$ cat src/rtl/spi_image_loader_pkg.sv
// Shared types, mode codes and width helpers for the serial image loader.
package spi_image_loader_pkg;

    typedef enum logic [2:0] {
        ST_IDLE     = 3'd0,
        ST_SETUP    = 3'd1,
        ST_SHIFT    = 3'd2,
        ST_WAIT_ACK = 3'd3,
        ST_NEXT     = 3'd4,
        ST_FIN      = 3'd5,
        ST_ERR      = 3'd6
    } state_t;

    // Mode codes are produced at 8 bits and truncated to MODE_W by the user.
    localparam logic [7:0] MODE_IDLE = 8'd0;

    // Frame is {stop 0, data word, address}.
    function automatic int frame_w(input int data_w, input int addr_w);
        return 1 + data_w + addr_w;
    endfunction

    // Room for idle (0), one code per segment, and the all-ones RUN code.
    function automatic int mode_w(input int nseg);
        return $clog2(nseg + 2);
    endfunction

    // Segment select width, never narrower than one bit.
    function automatic int seg_w(input int nseg);
        return (nseg > 1) ? $clog2(nseg) : 1;
    endfunction

    // RUN is all ones at the given mode width.
    function automatic logic [7:0] mode_run(input int mw);
        return 8'((1 << mw) - 1);
    endfunction

    // Segment k is tagged with mode code k+1.
    function automatic logic [7:0] mode_of(input int seg);
        return 8'(seg + 1);
    endfunction

endpackage

$ cat src/rtl/spi_image_loader_shifter.sv
// Serialises one frame LSB first: sclk low for CLK_DIV cycles, then high for
// CLK_DIV cycles per bit; mosi only moves on the falling edge.
module spi_frame_shifter #(
    parameter int FRAME_W = 13,
    parameter int CLK_DIV = 1
) (
    input  logic               clk,
    input  logic               rst,
    input  logic               clear,
    input  logic               load,
    input  logic               run,
    input  logic [FRAME_W-1:0] frame,
    output logic               sclk,
    output logic               mosi,
    output logic               frame_done
);

    localparam int DIV_W = (CLK_DIV > 1) ? $clog2(CLK_DIV) : 1;
    localparam int BIT_W = (FRAME_W > 1) ? $clog2(FRAME_W) : 1;

    logic [FRAME_W-1:0] sreg_r;
    logic [DIV_W-1:0]   div_r;
    logic [BIT_W-1:0]   bit_r;
    logic               sclk_r;
    logic               half_end_s;

    assign half_end_s = (div_r == DIV_W'(CLK_DIV - 1));
    // Falling edge of the last bit: the owner leaves SHIFT on this cycle.
    assign frame_done = run && sclk_r && half_end_s && (bit_r == BIT_W'(FRAME_W - 1));
    assign sclk       = sclk_r;
    assign mosi       = sreg_r[0];

    // Divider, half-period phase and shift register; clear forces lines low.
    always_ff @(posedge clk) begin
        if (rst || clear) begin
            sreg_r <= '0;
            div_r  <= '0;
            bit_r  <= '0;
            sclk_r <= 1'b0;
        end else if (load) begin
            sreg_r <= frame;
            div_r  <= '0;
            bit_r  <= '0;
            sclk_r <= 1'b0;
        end else if (run) begin
            if (half_end_s) begin
                div_r <= '0;
                if (!sclk_r) begin
                    sclk_r <= 1'b1;
                end else begin
                    sclk_r <= 1'b0;
                    sreg_r <= {1'b0, sreg_r[FRAME_W-1:1]};
                    bit_r  <= bit_r + BIT_W'(1);
                end
            end else begin
                div_r <= div_r + DIV_W'(1);
            end
        end
    end

endmodule

$ cat src/rtl/spi_image_loader.sv
// Serial image loader: host-written segment buffer streamed frame by frame
// to the processor's load port with ack, timeout and bounded retry.
module spi_image_loader
    import spi_image_loader_pkg::*;
#(
    parameter int DATA_W      = 8,
    parameter int ADDR_W      = 4,
    parameter int NSEG        = 2,
    parameter int CLK_DIV     = 1,
    parameter int ACK_TIMEOUT = 64,
    parameter int MAX_RETRY   = 3
) (
    input  logic                    clk,
    input  logic                    rst,
    input  logic                    start,
    input  logic [ADDR_W-1:0]       last_addr,
    input  logic                    wr_en,
    input  logic [seg_w(NSEG)-1:0]  wr_seg,
    input  logic [ADDR_W-1:0]       wr_addr,
    input  logic [DATA_W-1:0]       wr_data,
    input  logic                    ack_in,
    output logic                    sclk_out,
    output logic                    mosi_out,
    output logic [mode_w(NSEG)-1:0] mode_out,
    output logic                    busy,
    output logic                    done_out,
    output logic                    err_out
);

    localparam int DEPTH   = 2 ** ADDR_W;
    localparam int FRAME_W = frame_w(DATA_W, ADDR_W);
    localparam int MODE_W  = mode_w(NSEG);
    localparam int SEG_W   = seg_w(NSEG);
    localparam int IDX_W   = $clog2(NSEG * DEPTH);
    localparam int RETRY_W = (MAX_RETRY > 0) ? $clog2(MAX_RETRY + 1) : 1;
    localparam int TO_W    = (ACK_TIMEOUT > 1) ? $clog2(ACK_TIMEOUT) : 1;
    localparam logic [MODE_W-1:0] MODE_RUN = MODE_W'(mode_run(MODE_W));
    localparam logic [MODE_W-1:0] MODE_OFF = MODE_W'(MODE_IDLE);

    logic [DATA_W-1:0] mem_r [NSEG*DEPTH];

    state_t             state_r, state_nx;
    logic [SEG_W-1:0]   seg_r, seg_nx;
    logic [ADDR_W-1:0]  addr_r, addr_nx;
    logic [ADDR_W-1:0]  last_r, last_nx;
    logic [RETRY_W-1:0] retry_r, retry_nx;
    logic [TO_W-1:0]    to_r, to_nx;
    logic               setup_r, setup_nx;
    logic               acked_r, acked_nx;
    logic               start_q_r;

    logic               busy_nx, done_nx, err_nx;
    logic [MODE_W-1:0]  mode_nx;

    logic               wr_ok_s;
    logic [IDX_W-1:0]   wr_idx_s, rd_idx_s;
    logic [FRAME_W-1:0] frame_s;
    logic               sh_load_s, sh_run_s, sh_clear_s, frame_done_s;

    assign wr_ok_s  = wr_en && !busy && ({1'b0, wr_seg} < (SEG_W + 1)'(NSEG));
    assign wr_idx_s = IDX_W'(wr_seg) * IDX_W'(DEPTH) + IDX_W'(wr_addr);
    // The frame is built from the segment/address the FSM is about to send.
    assign rd_idx_s = IDX_W'(seg_nx) * IDX_W'(DEPTH) + IDX_W'(addr_nx);
    assign frame_s  = {1'b0, mem_r[rd_idx_s], addr_nx};

    assign sh_load_s  = (state_nx == ST_SETUP) && (state_r != ST_SETUP);
    assign sh_run_s   = (state_r == ST_SHIFT);
    assign sh_clear_s = !((state_nx == ST_SETUP) || (state_nx == ST_SHIFT));

    spi_frame_shifter #(
        .FRAME_W (FRAME_W),
        .CLK_DIV (CLK_DIV)
    ) u_shifter (
        .clk        (clk),
        .rst        (rst),
        .clear      (sh_clear_s),
        .load       (sh_load_s),
        .run        (sh_run_s),
        .frame      (frame_s),
        .sclk       (sclk_out),
        .mosi       (mosi_out),
        .frame_done (frame_done_s)
    );

    // Host buffer write port; deliberately not reset so images survive rst.
    always_ff @(posedge clk) begin
        if (wr_ok_s) begin
            mem_r[wr_idx_s] <= wr_data;
        end
    end

    // Next-state logic of the load sequencer.
    always_comb begin
        state_nx = state_r;
        seg_nx   = seg_r;
        addr_nx  = addr_r;
        last_nx  = last_r;
        retry_nx = retry_r;
        to_nx    = to_r;
        setup_nx = setup_r;
        case (state_r)
            ST_IDLE: begin
                if (start && !start_q_r) begin
                    state_nx = ST_SETUP;
                    seg_nx   = '0;
                    addr_nx  = '0;
                    retry_nx = '0;
                    last_nx  = last_addr;
                    setup_nx = 1'b0;
                end else begin
                    state_nx = ST_IDLE;
                end
            end
            ST_SETUP: begin
                if (setup_r) begin
                    state_nx = ST_SHIFT;
                    setup_nx = 1'b0;
                end else begin
                    setup_nx = 1'b1;
                end
            end
            ST_SHIFT: begin
                if (frame_done_s) begin
                    state_nx = ST_WAIT_ACK;
                    to_nx    = '0;
                end else begin
                    state_nx = ST_SHIFT;
                end
            end
            ST_WAIT_ACK: begin
                if (ack_in) begin
                    state_nx = ST_NEXT;
                    retry_nx = '0;
                end else if (to_r == TO_W'(ACK_TIMEOUT - 1)) begin
                    if (retry_r == RETRY_W'(MAX_RETRY)) begin
                        state_nx = ST_ERR;
                    end else begin
                        state_nx = ST_SETUP;
                        retry_nx = retry_r + RETRY_W'(1);
                        setup_nx = 1'b0;
                    end
                end else begin
                    to_nx = to_r + TO_W'(1);
                end
            end
            ST_NEXT: begin
                setup_nx = 1'b0;
                if (addr_r < last_r) begin
                    state_nx = ST_SETUP;
                    addr_nx  = addr_r + ADDR_W'(1);
                end else if (seg_r != SEG_W'(NSEG - 1)) begin
                    state_nx = ST_SETUP;
                    seg_nx   = seg_r + SEG_W'(1);
                    addr_nx  = '0;
                end else begin
                    state_nx = ST_FIN;
                end
            end
            ST_FIN: begin
                if (!start) begin
                    state_nx = ST_IDLE;
                end else begin
                    state_nx = ST_FIN;
                end
            end
            ST_ERR: begin
                if (!start) begin
                    state_nx = ST_IDLE;
                end else begin
                    state_nx = ST_ERR;
                end
            end
            default: begin
                state_nx = ST_IDLE;
            end
        endcase
    end

    // Output values for the coming cycle, decoded from the next state.
    always_comb begin
        busy_nx  = (state_nx == ST_SETUP) || (state_nx == ST_SHIFT) ||
                   (state_nx == ST_WAIT_ACK) || (state_nx == ST_NEXT);
        done_nx  = (state_nx == ST_FIN);
        err_nx   = (state_nx == ST_ERR);
        // Once the processor acks RUN it is running; keep mode at idle.
        acked_nx = (state_nx == ST_FIN) && (state_r == ST_FIN) && (acked_r || ack_in);
        case (state_nx)
            ST_SETUP, ST_SHIFT: mode_nx = MODE_W'(mode_of(int'(seg_nx)));
            ST_FIN:             mode_nx = acked_nx ? MODE_OFF : MODE_RUN;
            default:            mode_nx = MODE_OFF;
        endcase
    end

    // State, counters and registered status outputs.
    always_ff @(posedge clk) begin
        if (rst) begin
            state_r   <= ST_IDLE;
            seg_r     <= '0;
            addr_r    <= '0;
            last_r    <= '0;
            retry_r   <= '0;
            to_r      <= '0;
            setup_r   <= 1'b0;
            acked_r   <= 1'b0;
            start_q_r <= 1'b0;
            busy      <= 1'b0;
            done_out  <= 1'b0;
            err_out   <= 1'b0;
            mode_out  <= MODE_OFF;
        end else begin
            state_r   <= state_nx;
            seg_r     <= seg_nx;
            addr_r    <= addr_nx;
            last_r    <= last_nx;
            retry_r   <= retry_nx;
            to_r      <= to_nx;
            setup_r   <= setup_nx;
            acked_r   <= acked_nx;
            start_q_r <= start;
            busy      <= busy_nx;
            done_out  <= done_nx;
            err_out   <= err_nx;
            mode_out  <= mode_nx;
        end
    end

endmodule

$ cat config.mk
export PLATFORM = sky130hd
export DESIGN_NAME = spi_image_loader
export DESIGN_NICKNAME = d
export VERILOG_FILES = /design/src/rtl/spi_image_loader_pkg.sv /design/src/rtl/spi_image_loader_shifter.sv /design/src/rtl/spi_image_loader.sv
export SDC_FILE = /design/constraint.sdc
export NUM_CORES = 1
export LEC_CHECK = 0
export ABC_AREA = 0
export BUFFER_PORTS_ARGS = -buffer_cell sky130_fd_sc_hd__buf_2
export CORE_ASPECT_RATIO = 0.6
export CORE_MARGIN = 2
export CORE_UTILIZATION = 55
export DETAILED_ROUTE_END_ITERATION = 8
export PLACE_DENSITY = 0.71
export SETUP_SLACK_MARGIN = 0.4
export SLEW_MARGIN = 20
export SYNTH_ARGS = -nofsm -noshare
export SYNTH_HDL_FRONTEND = slang
export SYNTH_SLANG_ARGS = --single-unit
$ cat constraint.sdc
create_clock -name clk -period 3.7 [get_ports clk]
set_clock_uncertainty 0.05 [all_clocks]
set_input_delay 0.74 -clock clk [delete_from_list [all_inputs] [get_ports clk]]
set_output_delay 0.74 -clock clk [all_outputs]
set_load 0.02 [all_outputs]
Word-level counts from Yosys, hierarchy flattened
Memories as Yosys holds them, arrays and structs flattened.
Index checks and enable logic that the tools add are counted.

word-level totals
  register bits = 46
  bits in latches = 0
  ROM bits = 0
  output and inout port bits = 7
  bits in writable memories = 256
  input port bits = 22
  memories kept = 1

cells by class
  reduce and logical (&&, ||, !) cells = 31
  multiply operators = 0
  shift-type cells = 0
  equal/unequal tests = 25
  bitwise operators = 1
  add/sub/neg operators = 9
  multiplexer cells = 44
  magnitude comparators = 1
  divide/modulo/power cells = 0

memories
  name   depth  width  rd ports  clocked after Yosys merged registers in  wr ports  RTL line                text
  mem_r  32     8      1         0                                        1         spi_image_loader.sv:40  logic [DATA_W-1:0] mem_r [NSEG*DEPTH];

operators by type and width
  cell                   number
  $mux W12               4
  $mux W3                8
  $pmux W3 S7            1
  $eq A3 B3 Y1 const B   6
  $mux W6                3
  $mux W1                14
  $ne A2 B2 Y1 const B   7
  $eq A3 B2 Y1 const B   4
  $mux W4                3
  $pmux W6 S2            1
  $add A5 B4 Y5          2
  $mux W2                5
  $add A4 B1 Y4 const B  2
  $logic_and A1 B1 Y1    8
  $pmux W2 S2            2
  $pmux W4 S2            1
  $reduce_and A4 Y1      2
  $reduce_bool A2 Y1     4
  $add A6 B1 Y6 const B  1
  $eq A3 B1 Y1 const B   2
  $eq A6 B6 Y1 const B   1
  $ne A3 B3 Y1 const B   2
  $reduce_and A3 Y1      2
  $logic_or A1 B1 Y1     5
  other kinds (16)       21

Logic depth before layout (Yosys ltp)
  depth after elaboration = 11
  mapped depth = 14
  gate-level depth less buffers = 11

Cells and area by module
Synthesis repeated with hierarchy kept, for this count alone.

second synthesis, totals
  cells, all modules = 998
  area, all modules = 12592.1 um^2

modules (own cells, without submodules)
  module             area each (um^2)  seq. area each (um^2)  cells an instance  times used
  spi_image_loader   11747.5           8247.9                 899                1
  spi_frame_shifter  844.6             360.3                  99                 1

Worst setup path after synthesis
No wires, ideal clock.

  path type = reg-to-reg
  start = register addr_r[2]
  end = register u_shifter.sreg_r[11]
  required time = 3547 ps
  clock period less this slack = 2896 ps
  setup slack = 804 ps
  data arrival time = 2742 ps
  stages on the path, launching flop included = 11
  cells stage by stage = dfxtp_1 ha_1 a21o_1 a31o_1 a21oi_1 mux2_2 o21a_1 nor2_2 a221oi_1 o21a_1 a2111oi_2

on the way
  longest elaborated chain between the ends = 7

ends and longest elaborated chain
  what                                                    RTL line                        text
  from (decl)                                             spi_image_loader.sv:44          logic [ADDR_W-1:0] addr_r, addr_nx;
  from (signal assigned)                                  spi_image_loader.sv:213         addr_r <= addr_nx;
  branches (longest 7 deep; another with $mem_v2 Z32 W8)  n/a
  to (signal assigned)                                    spi_image_loader_shifter.sv:41  sreg_r <= frame;
  to (signal assigned)                                    spi_image_loader_shifter.sv:52  sreg_r <= {1'b0, sreg_r[FRAME_W-1:1]};
  to (decl)                                               spi_image_loader_shifter.sv:21  logic [FRAME_W-1:0] sreg_r;

Several ways; the timed one is not identified.
A chain may end at the register's enable or synchronous reset.

Worst setup path after layout
  start = register addr_r[2]
  end = register u_shifter.sreg_r[5]

The elaborated chain is that of the path after synthesis.

==> results_dict.tcl <==
set metrics [dict create \
    die-area_mm2 0.0244 \
    grt_first_pass_wirelength_um 43300 \
    grt_usage_pct 24.0 \
    crit_path_end_kind "register" \
    slew_violations 0 \
    crit_type "register to register" \
    power.density_mw_per_mm2 477 \
    io_pins 29 \
    wire_per_inst_um 23.1 \
    vias_per_cell 5.98 \
    postRouteAntennaNets 0 \
    ir_drop_mv 0.331 \
    start_kind "register" \
    yosys_warnings 0 \
    crit_chain "ha_1 -> a21o_1 -> a31o_1 -> a2111oi_4 -> a211o_4 -> buf_4 -> clkbuf_16 -> mux2_2 -> nor2_1 -> a21oi_1 -> o211ai_1 -> o211ai_1" \
    layout_common_cells "256 x edfxtp_1, 128 x mux2i_1, 91 x nand2_1, 78 x nor2_1, 44 x dfxtp_1" \
    cap_viol_max_count 0 \
    max_slew.worst_pin.slew_ns 0.858 \
    max_stage_delay_ns 0.38 \
    synth_edf_count 256 \
    grt_pass1_vias 6964 \
    final.period_utilization_pct 86.4 \
    rsz0062_at_grt "false" \
    layout.nets 980 \
    hold_path_class "input pin to register" \
    dr.pass1.iters 5 \
    finalSetupViolCount 0 \
    layout_commonest_cell "edfxtp_1" \
    core_mm2 0.0229 \
    crit_top_cell "o211ai_1" \
    drc_errors 0 \
    whs_ns 0.383 \
    timing.final.crit_period_ns 3.20 \
    cts.htree.levels 1 \
    slowest_stage "a2111oi_4" \
    vias 7670 \
    antenna_found_initial 0 \
    fp-row-count 43 \
    relSlewSlack_pct 42.6 \
    clk_path_buf_depth 3 \
    clk_pin_slew_ns 0.07 \
    leakagePower_nw 4.52 \
    numCtsBuffers 26 \
    initial_core_util_pct 55.5 \
    antenna_cells 0 \
    fmax_mhz 313 \
    crit_arrival_ns 3.56 \
    place.gp.congestion 0.923 \
    synth_seq_cells 301 \
    tns_ns 0 \
    globalRoute.totalOverflow 0 \
    post_route_cells_drive_above_1_share_pct 16.2 \
    dp.final_hpwl_um 18500 \
    cts_tree "built" \
    synthFlopType "edfxtp_1" \
    critPathRequiredTime_ns 4.06 \
    root_buffer "clkbuf_16" \
    critPathMaxFanout 23 \
    die_w_um 200 \
    avgSynthCellArea_um2 14.1 \
    synth_area_mm2 0.0127 \
    status "completed" \
    drt_iter0_drc 883 \
    async_reset_ff_share_pct 0 \
    hold_violations 0 \
    clk-insertion-delay-late_ns 0.55 \
    grt_max_degree 48 \
    syn2layout_area_growth_pct 12.2 \
    synthCells 902 \
    seq_area_frac_synth_pct 67.6 \
    wirelength_um 29600 \
    port_buffers 28 \
    cts.sinks 301 \
    synth_cell_types 64 \
    die_h_um 122 \
    syn_nets 932 \
]
registers in the layout, indices dropped and copies added, names as in the netlist:
signal and count:
acked_r 1, u_shifter.sclk 1, done_out 1, u_shifter.sreg_r 12, last_r 4, mode_out 2
start_q_r 1, retry_r 2, err_out 1, seg_r 1, setup_r 1, busy 1
u_shifter.bit_r 4, to_r 6, addr_r 4, mem_r 256, state_r 3
worst paths after layout:
| kind | startpoint | to | slack (ns) | depth (start not counted) |
|---|---|---|---|---|
| setup / recovery | addr_r[2] | u_shifter.sreg_r[5] | 0.50 | 12 |
| hold / removal | last_addr[0] | last_r[0] | 0.38 | 3 |
| setup reg to reg | addr_r[2] | u_shifter.sreg_r[5] | 0.50 | 12 |
| hold reg to reg | u_shifter.sreg_r[0] | u_shifter.sreg_r[0] | 0.42 | 2 |
through the flow:
| stage | util, % | setup slack (ns) | cell area [um2] | cells | total power [W] |
|---|---|---|---|---|---|
| global placement | 57.5 | 0.0888 | 13200 | 1223 | 0.00408 |
| global route | 62.2 | 0.386 | 14300 | 1283 | 0.00700 |
| finish | 62.2 | 0.504 | 14300 | 1283 | 0.00681 |
| floorplan | - | 0.804 | 12700 | 902 | 0.00395 |
| detailed placement | 57.5 | 0.117 | 13200 | 1223 | 0.00408 |
| CTS | 61.3 | 0.389 | 14100 | 1269 | 0.00684 |
where the power goes:
group	switching, W	internal (W)
sequential	0.0000180	0.00371
combinational	0.000201	0.0000863
clock	0.00118	0.00161
total	0.00140	0.00541
synth_stat cells, drive strengths merged (6+ instances only):
library cell | number | area share [%]
mux2i | 130 | 10
o211ai | 13 | 0.77
a21oi | 26 | 1.0
ha | 8 | 0.79
or3 | 7 | 0.34
nor2 | 83 | 2.5
a41o | 6 | 0.47
nand3 | 37 | 1.5
nor4 | 12 | 0.59
nor3 | 6 | 0.24
dfxtp | 45 | 7.1
edfxtp | 256 | 60
inv | 11 | 0.32
mux2 | 31 | 2.7
buf | 32 | 1.9
nand2b | 8 | 0.45
clkbuf | 12 | 0.35
nor2b | 8 | 0.39
nand2 | 92 | 2.7
metal layers:
metal,track usage (%),up-vias,wire (um)
met4,4.26,0,445
li1,-,3489,-
met2,33.9,341,12300
met3,5.64,43,2990
met5,0,-,0
met1,38.2,3797,13900
cell type report:
cell class	count	area (um2)
fill	1740	8660
tap	315	394
timing repair buffer	63	502
clock buffer	33	698
sequential	301	8590
multi-input combinational	547	3880
inverter	11	41.3
clock inverter	13	159
logic make-up after synthesis:
kind of cell    Yosys count  synth area share (%)
compound gates           89                  5.15
simple gates            279                  10.3
fa+ha+maj                 8                 0.787
xor+xnor                  9                 0.620
buf+inv                  55                  2.63
flops                   301                  67.6
mux                     161                  13.0
critical path: cells and delay by family, from the launching register on:
family	cells	cell delay [ns]
and+or+nand+nor	1	0.09
adders and majority gates	1	0.34
muxes	1	0.35
buffers and inverters	2	0.44
DFF	1	0.36
AOI/OAI and AO/OA	7	1.41
repair_timing:
| item | CTS | global route |
|---|---|---|
| cloned | 0 | 3 |
| hold buffers | 0 | 0 |
| buffers inserted | 0 | 11 |
| pin swaps | 0 | 2 |
| gates resized for setup | 8 | 15 |
| endpoints found under the setup margin | 8 | 8 |
No activity file was read; power rests on OpenSTA's default activity.
